**src/rtl/quad_gray_decoder.sv**
```systemverilog
// Quadrature (gray-code) encoder decoder: synchronise, debounce, decode +/-1 gray
// steps and divide them into detents to produce a wrapping position count.
module quad_gray_decoder #(
  parameter int BITS     = 8,
  parameter int DEB_LOG2 = 4,
  parameter int DETENT   = 4
) (
  input  logic            clk,
  input  logic            rst_n,
  input  logic            enc_a,
  input  logic            enc_b,
  input  logic            clr,
  output logic [BITS-1:0] pos,
  output logic            step,
  output logic            dir,
  output logic            err
);

  localparam int ARM_W = DEB_LOG2 + 2;
  localparam logic [ARM_W-1:0] ARM_LAST = ARM_W'((1 << DEB_LOG2) + 3);
  localparam logic [DEB_LOG2-1:0] CNT_MAX = '1;
  localparam logic signed [2:0] SUB_MAX = 3'(DETENT - 1);

  logic                a_meta, s_a, b_meta, s_b;
  logic                f_a, f_b;
  logic [DEB_LOG2-1:0] cnt_a, cnt_b;
  logic [1:0]          prev;
  logic [1:0]          idx;
  logic [1:0]          delta;
  logic signed [2:0]   sub;
  logic [ARM_W-1:0]    arm_cnt;
  logic                armed;

  assign idx   = {f_a, f_a ^ f_b};
  assign delta = idx - prev;

  always_ff @(posedge clk or negedge rst_n) begin
    if (!rst_n) begin
      a_meta <= 1'b0;
      s_a    <= 1'b0;
      b_meta <= 1'b0;
      s_b    <= 1'b0;
    end else begin
      a_meta <= enc_a;
      s_a    <= a_meta;
      b_meta <= enc_b;
      s_b    <= b_meta;
    end
  end

  // A filtered bit only follows its pin after 2^DEB_LOG2 consecutive differing samples.
  always_ff @(posedge clk or negedge rst_n) begin
    if (!rst_n) begin
      f_a   <= 1'b0;
      cnt_a <= '0;
      f_b   <= 1'b0;
      cnt_b <= '0;
    end else begin
      if (s_a == f_a) begin
        cnt_a <= '0;
      end else if (cnt_a == CNT_MAX) begin
        f_a   <= s_a;
        cnt_a <= '0;
      end else begin
        cnt_a <= cnt_a + DEB_LOG2'(1);
      end

      if (s_b == f_b) begin
        cnt_b <= '0;
      end else if (cnt_b == CNT_MAX) begin
        f_b   <= s_b;
        cnt_b <= '0;
      end else begin
        cnt_b <= cnt_b + DEB_LOG2'(1);
      end
    end
  end

  // Hold off decoding until the filters have settled onto the encoder's rest state.
  always_ff @(posedge clk or negedge rst_n) begin
    if (!rst_n) begin
      arm_cnt <= '0;
      armed   <= 1'b0;
    end else if (!armed) begin
      if (arm_cnt == ARM_LAST) armed <= 1'b1;
      arm_cnt <= arm_cnt + ARM_W'(1);
    end
  end

  always_ff @(posedge clk or negedge rst_n) begin
    if (!rst_n) begin
      prev <= 2'd0;
      sub  <= '0;
      pos  <= '0;
      step <= 1'b0;
      dir  <= 1'b1;
      err  <= 1'b0;
    end else begin
      prev <= idx;
      step <= 1'b0;
      if (clr) begin
        pos <= '0;
        sub <= '0;
        err <= 1'b0;
      end else if (armed) begin
        case (delta)
          2'd1: begin
            if (sub == SUB_MAX) begin
              pos  <= pos + BITS'(1);
              sub  <= '0;
              step <= 1'b1;
              dir  <= 1'b1;
            end else begin
              sub <= sub + 3'sd1;
            end
          end
          2'd3: begin
            if (sub == -SUB_MAX) begin
              pos  <= pos - BITS'(1);
              sub  <= '0;
              step <= 1'b1;
              dir  <= 1'b0;
            end else begin
              sub <= sub - 3'sd1;
            end
          end
          2'd2:    err <= 1'b1;
          default: ;
        endcase
      end
    end
  end

endmodule

```
**config.mk**
```make
export PLATFORM = sky130hd
export DESIGN_NAME = quad_gray_decoder
export DESIGN_NICKNAME = d
export VERILOG_FILES = /design/src/rtl/quad_gray_decoder.sv
export SDC_FILE = /design/constraint.sdc
export NUM_CORES = 1
export LEC_CHECK = 0
export BUFFER_PORTS_ARGS = -buffer_cell sky130_fd_sc_hd__buf_4
export CAP_MARGIN = 40
export CELL_PAD_IN_SITES_DETAIL_PLACEMENT = 0
export CELL_PAD_IN_SITES_GLOBAL_PLACEMENT = 1
export CORE_MARGIN = 3
export CORE_UTILIZATION = 50
export CTS_BUF_LIST = sky130_fd_sc_hd__clkbuf_8
export DETAILED_ROUTE_END_ITERATION = 8
export GPL_ROUTABILITY_DRIVEN = 0
export PLACE_DENSITY = 0.89
export SYNTH_ARGS = -nofsm -noshare
export SYNTH_HDL_FRONTEND = slang
export SYNTH_SLANG_ARGS = --single-unit
export TNS_END_PERCENT = 10
```
**constraint.sdc**
```tcl
create_clock -name clk -period 6.1 [get_ports clk]
set_input_delay 0.915 -clock clk [delete_from_list [all_inputs] [get_ports clk]]
set_output_delay 0.915 -clock clk [all_outputs]
set_load 0.01 [all_outputs]
```
# Word level (Yosys, flattened, before mapping)
# Index checks and enable logic that the tools add are counted.
# Widths: inputs -> output; s select.
dict set report totals {
  ff_bits 37
  input_bits 5
  word_cells 79
}
dict set report op_classes {
  addsub 8
  n_eq_ne 14
  n_mux 27
  n_bitwise 4
  reduce_logical 10
}
# op n
set ops {}
lappend ops {{$mux 8} 4}
lappend ops {{$mux 4} 4}
lappend ops {{$pmux 8 s2} 1}
lappend ops {{$mux 3} 4}
lappend ops {{$mux 1} 11}
lappend ops {{$add 4x1->4 const B} 2}
lappend ops {{$add 8x1->8 const B} 1}
lappend ops {{$eq 4x4->1 const B} 2}
lappend ops {{$reduce_and 2->1} 4}
lappend ops {{$sub 8x1->8 const B} 1}
lappend ops {{$add 6x1->6 const B} 1}
lappend ops {{$eq 3x3->1 const B} 2}
lappend ops {{$eq 6x5->1 const B} 1}
lappend ops {{$ne 3x3->1 const B} 2}
lappend ops {{$pmux 3 s2} 1}
lappend ops {{$reduce_bool 2->1} 3}
lappend ops {{$reduce_and 5->1} 1}
lappend ops {{$eq 2x2->1 const B} 2}
lappend ops {{$ne 2x2->1 const B} 2}
lappend ops {{$pmux 1 s2} 2}
lappend ops {{$reduce_and 4->1} 1}
lappend ops {{$add 3x2->3 const B} 1}
lappend ops {{$not 1->1} 3}
lappend ops {{$reduce_bool 3->1} 1}
lappend ops {{other kinds (5)} 6}

# Logic depth before layout (Yosys ltp)
dict set report depth {
  word_depth 6
  ltp_mapped 14
  mapped_depth_nobuf 12
}

# Least setup slack after synthesis
# OpenSTA, ideal clock, no wires.
dict set report synth_timing {
  path_type {register to register}
  start {reg f_a}
  end {reg pos[6]}
  arrival_ps 2874
  required_time_ps 5979
  setup_slack_ps 3106
  path_stages_with_launch 14
  path_buffers 1
  synth_period_minus_slack_ps 2994
  cell_sequence {dfrtp_1 buf_6 xor2_1 inv_1 ha_1 xor3_1 nand2_1 inv_1 ha_1 o31ai_1 a211oi_1 a221oi_1 xnor2_1 a22o_1}
}
dict set report synth_between {
  elab_chain_cells 6
  word_cells_on_any_way 11
  classes_between {add/sub (1); eq/ne (4); mux (3); bitwise (1); reduce/logical (2)}
}
# item line_no
set synth_lines {}
lappend synth_lines {{start, declared} 25} ;# logic f_a, f_b;
lappend synth_lines {{start signal, assigned} 54} ;# f_a <= 1'b0;
lappend synth_lines {{start signal, assigned} 62} ;# f_a <= s_a;
lappend synth_lines {{$xor 1x1->1 *} 34} ;# assign idx = {f_a, f_a ^ f_b};
lappend synth_lines {{via idx[0]} 28} ;# logic [1:0] idx;
lappend synth_lines {{$sub 2x2->2 *} 35} ;# assign delta = idx - prev;
lappend synth_lines {{$eq 2x2->1 or $eq 2x1->1 (tied branches)} 106} ;# case (delta)
lappend synth_lines {{$pmux 8 s2} 106}
lappend synth_lines {{$mux 8} 105} ;# end else if (armed) begin
lappend synth_lines {{$mux 8} 101} ;# if (clr) begin
lappend synth_lines {{end signal, assigned} 109} ;# pos <= pos + BITS'(1);
lappend synth_lines {{end signal, assigned} 119} ;# pos <= pos - BITS'(1);
lappend synth_lines {{end, declared} 13} ;# output logic [BITS-1:0] pos,
# Mark *: on every way through the listed nets, which the timed path passes. The rest lies on a longest branch. The select of a mux whose other input is x is not followed.
# A chain may end at the register's enable or synchronous reset.

# Worst setup path after layout
# Ends and elaborated chain as after synthesis.

==> flow_summary.json <==
{
  "cts_setup_buffers": 0,
  "holdCritStartpoint": "b_meta$_DFF_PN0_",
  "syn_area_um2": 1980,
  "skew_ns": 0.00280,
  "hold_end": "s_b$_DFF_PN0_",
  "drt-total-wl_um": 3870,
  "rrSetupSlack_ns": 2.66,
  "final_nets": 215,
  "ys_seq_area_frac": 0.468,
  "setup_violations": 0,
  "cp_top_family": "XOR/XNOR gates",
  "ys.warnings.count": 0,
  "grt_pass1_vias": 1401,
  "synth_top_cell_area_share": 0.455,
  "dpl_worst_slack_ns": 2.68,
  "cts.sinks": 37,
  "synth_area_leaders": "dfrtp_1 45%, ha_1 6.9%, xnor2_1 6.2%",
  "ios": 16,
  "setup_tns_ns": 0,
  "synth_edf_count": 0,
  "p_per_area_nw_per_um2": 202,
  "cts_tree": "done",
  "dp.cells": 240,
  "internal-power_mw": 0.347,
  "maxSlewHeadroom": 0.696,
  "avgSynthCellArea_um2": 10.8,
  "grt_pass1_wl_um": 6660,
  "synthesis.nets": 199,
  "cp-start-kind": "flip-flop",
  "crit_buf_inv": 2,
  "first_pass_iters": 4,
  "fmax_ghz": 0.291,
  "diodes": 0,
  "yosysUniqueCellTypes": 47,
  "cts.path.max_buffers": 2,
  "fin_crit_ns": 3.44,
  "path_clk_slew_ns": 0.07,
  "synth_cells": 183,
  "final_hold_viol_count": 0,
  "cts_resized": 0,
  "ctsHoldBuffers": 0,
  "dr_total_vias": 1455,
  "die-height_um": 69.0,
  "path_cells": "xor2_1 -> inv_1 -> ha_1 -> xor3_1 -> nand2_1 -> inv_1 -> ha_1 -> o31ai_1 -> a211oi_1 -> a221oi_1 -> xnor2_1 -> a22o_1",
  "rows": 22,
  "p_sw_frac": 0.224,
  "area_growth_pct": 11.7,
  "cts_root_buf": "clkbuf_8",
  "seqPwrFrac": 0.569,
  "holdPathStages": 0,
  "initial_utilization": 0.529,
  "fin_ws_ns": 2.66,
  "wire_per_inst_um": 15.7,
  "fillCellCount": 327,
  "cts_htree_levels": 2,
  "postRouteAntennaNets": 0,
  "clockPowerShare": 0.389,
  "cts_buffers": 5,
  "grt_max_degree": 38,
  "drt_iter0_drc": 91,
  "crit_path_max_fanout": 9,
  "drive_gt1_frac": 0.161,
  "yosys.area.top_type": "dfrtp_1",
  "hold_path.class": "reg -> reg",
  "dpl.hpwl_um": 2840,
  "arrival_ns": 3.62,
  "crit_type": "reg -> reg",
  "vias_per_cell": 5.89,
  "gr-total-overflow": 0,
  "slowest_stage": "xor3_1",
  "required_ns": 6.28,
  "r2r-end": "pos[6]$_DFFE_PN0P_",
  "antenna_found_initial": 0,
  "slew_violations": 0,
  "insertion_delay_ns": 0.29,
  "synth-seq-cells": 37,
  "combPwrFrac": 0.042,
  "core_um2": 3740,
  "fin_crit_sh": 0.564,
  "synth_top_flop_cell": "dfrtp_1",
  "outcome": "complete, no violations",
  "worst_slew_pin_slew_ns": 0.456,
  "grt_setup_unrepaired": "no",
  "ir_worst_vdd_mv": 0.109,
  "dieArea_um2": 4760,
  "layout_commonest_cell": "dfrtp_1",
  "power.switching_mw": 0.100,
  "crit_path_max_incr_delay_ns": 0.50,
  "finalNonFillerCells": 247,
  "max-cap-violations": 0,
  "track_usage": 0.194,
  "die_w_um": 69.0,
  "portBuffers": 15,
  "reg2reg_from": "f_a$_DFFE_PN0P_",
  "r2r_cells": 12,
  "drc_errors": 0,
  "critPathCaptureType": "flip-flop",
  "ys_async_sr_fraction": 1.00,
  "power.leakage_nw": 1.00,
  "mostFrequentLayoutCells": "36 x dfrtp_1, 15 x buf_4, 14 x xnor2_1"
}
## kinds of logic after synthesis
group	Yosys count	synth area share
AOI/OAI and AO/OA	42	0.143
and+or+nand+nor	49	0.141
adders and majority gates	11	0.0694
xor gates and xnor gates	18	0.0947
buffers and inverters	18	0.0385
DFF	37	0.468
muxes	8	0.0455
## flip-flops by register name, indices dropped and copies added (netlist names), 2 cells and up
| name | count |
|---|---|
| arm_cnt | 6 |
| prev | 2 |
| pos | 8 |
| cnt_a | 4 |
| cnt_b | 4 |
| sub | 3 |
## power groups by stage
stage               logic [mW]  registers (mW)  clock network [mW]
floorplan              0.00939           0.259                   0
global placement        0.0177           0.259                   0
detailed placement      0.0191           0.260                   0
CTS                     0.0192           0.255               0.179
global route            0.0216           0.255               0.189
finish                  0.0186           0.255               0.174
## layout make-up
| cell class | count | area (um2) | area share |
|---|---|---|---|
| Tap cell | 48 | 60.1 | 0.0271 |
| Timing Repair Buffer | 15 | 113 | 0.0509 |
| Inverter | 12 | 45.0 | 0.0204 |
| Multi-Input combinational cell | 128 | 978 | 0.442 |
| Clock buffer | 6 | 82.6 | 0.0373 |
| Clock inverter | 1 | 7.51 | 0.00339 |
| Sequential cell | 37 | 927 | 0.419 |
## synth_stat cells (all sizes together), types with 2 or more instances
cell	number
nor3	3
a31oi	4
xnor2	14
o31ai	2
nand2	11
xor2	2
clkbuf	3
buf	3
ha	11
nand4b	3
nor2b	3
a22o	4
mux2	5
dfrtp	36
nand4	2
inv	12
mux2i	3
a211oi	3
nor4b	3
nor2	9
o21ai	9
a21oi	9
nand2b	3
a21o	2
nand3	5
nor3b	3
## worst max path at each step
stage                               start                  to  slack (ns)  depth (start not counted)
after detailed placement  f_a$_DFFE_PN0P_  pos[6]$_DFFE_PN0P_        2.68                         12
after CTS                 f_a$_DFFE_PN0P_  pos[6]$_DFFE_PN0P_        2.67                         12
after global routing      f_a$_DFFE_PN0P_  pos[6]$_DFFE_PN0P_        2.36                         12
after global placement    f_a$_DFFE_PN0P_  pos[4]$_DFFE_PN0P_        2.88                         12
final                     f_a$_DFFE_PN0P_  pos[6]$_DFFE_PN0P_        2.66                         12
after floorplan           f_a$_DFFE_PN0P_  pos[6]$_DFFE_PN0P_        3.11                         13
## per-stage QoR
| stage | utilization | cell area [um2] | power, mW | hold slack [ns] |
|---|---|---|---|---|
| floorplan | - | 1980 | 0.268 | 0.331 |
| detailed placement | 0.567 | 2120 | 0.279 | 0.358 |
| finish | 0.591 | 2210 | 0.448 | 0.365 |
| global placement | 0.567 | 2120 | 0.276 | 0.336 |
| CTS | 0.591 | 2210 | 0.453 | 0.372 |
| global route | 0.591 | 2210 | 0.466 | 0.381 |
## per-layer routing
layer / vias up / wire [um] / track usage
li1: 688 / - / -
met1: 722 / 1740 / 0.246
met2: 34 / 1870 / 0.310
met3: 11 / 156 / 0.0405
met4: 0 / 104 / 0.0998
met5: - / 0 / 0
## worst register-to-register path: cells and delay by family (launching register included)
kind	cells	cell delay [ns]
AO/OA/AOI/OAI	4	0.79
XOR/XNOR	3	0.85
adder cells (fa/ha/maj)	2	0.59
buffers and inverters	2	0.27
flip-flops	1	0.49
AND/OR/NAND/NOR	1	0.33
No activity file was read; power rests on OpenSTA's default activity.
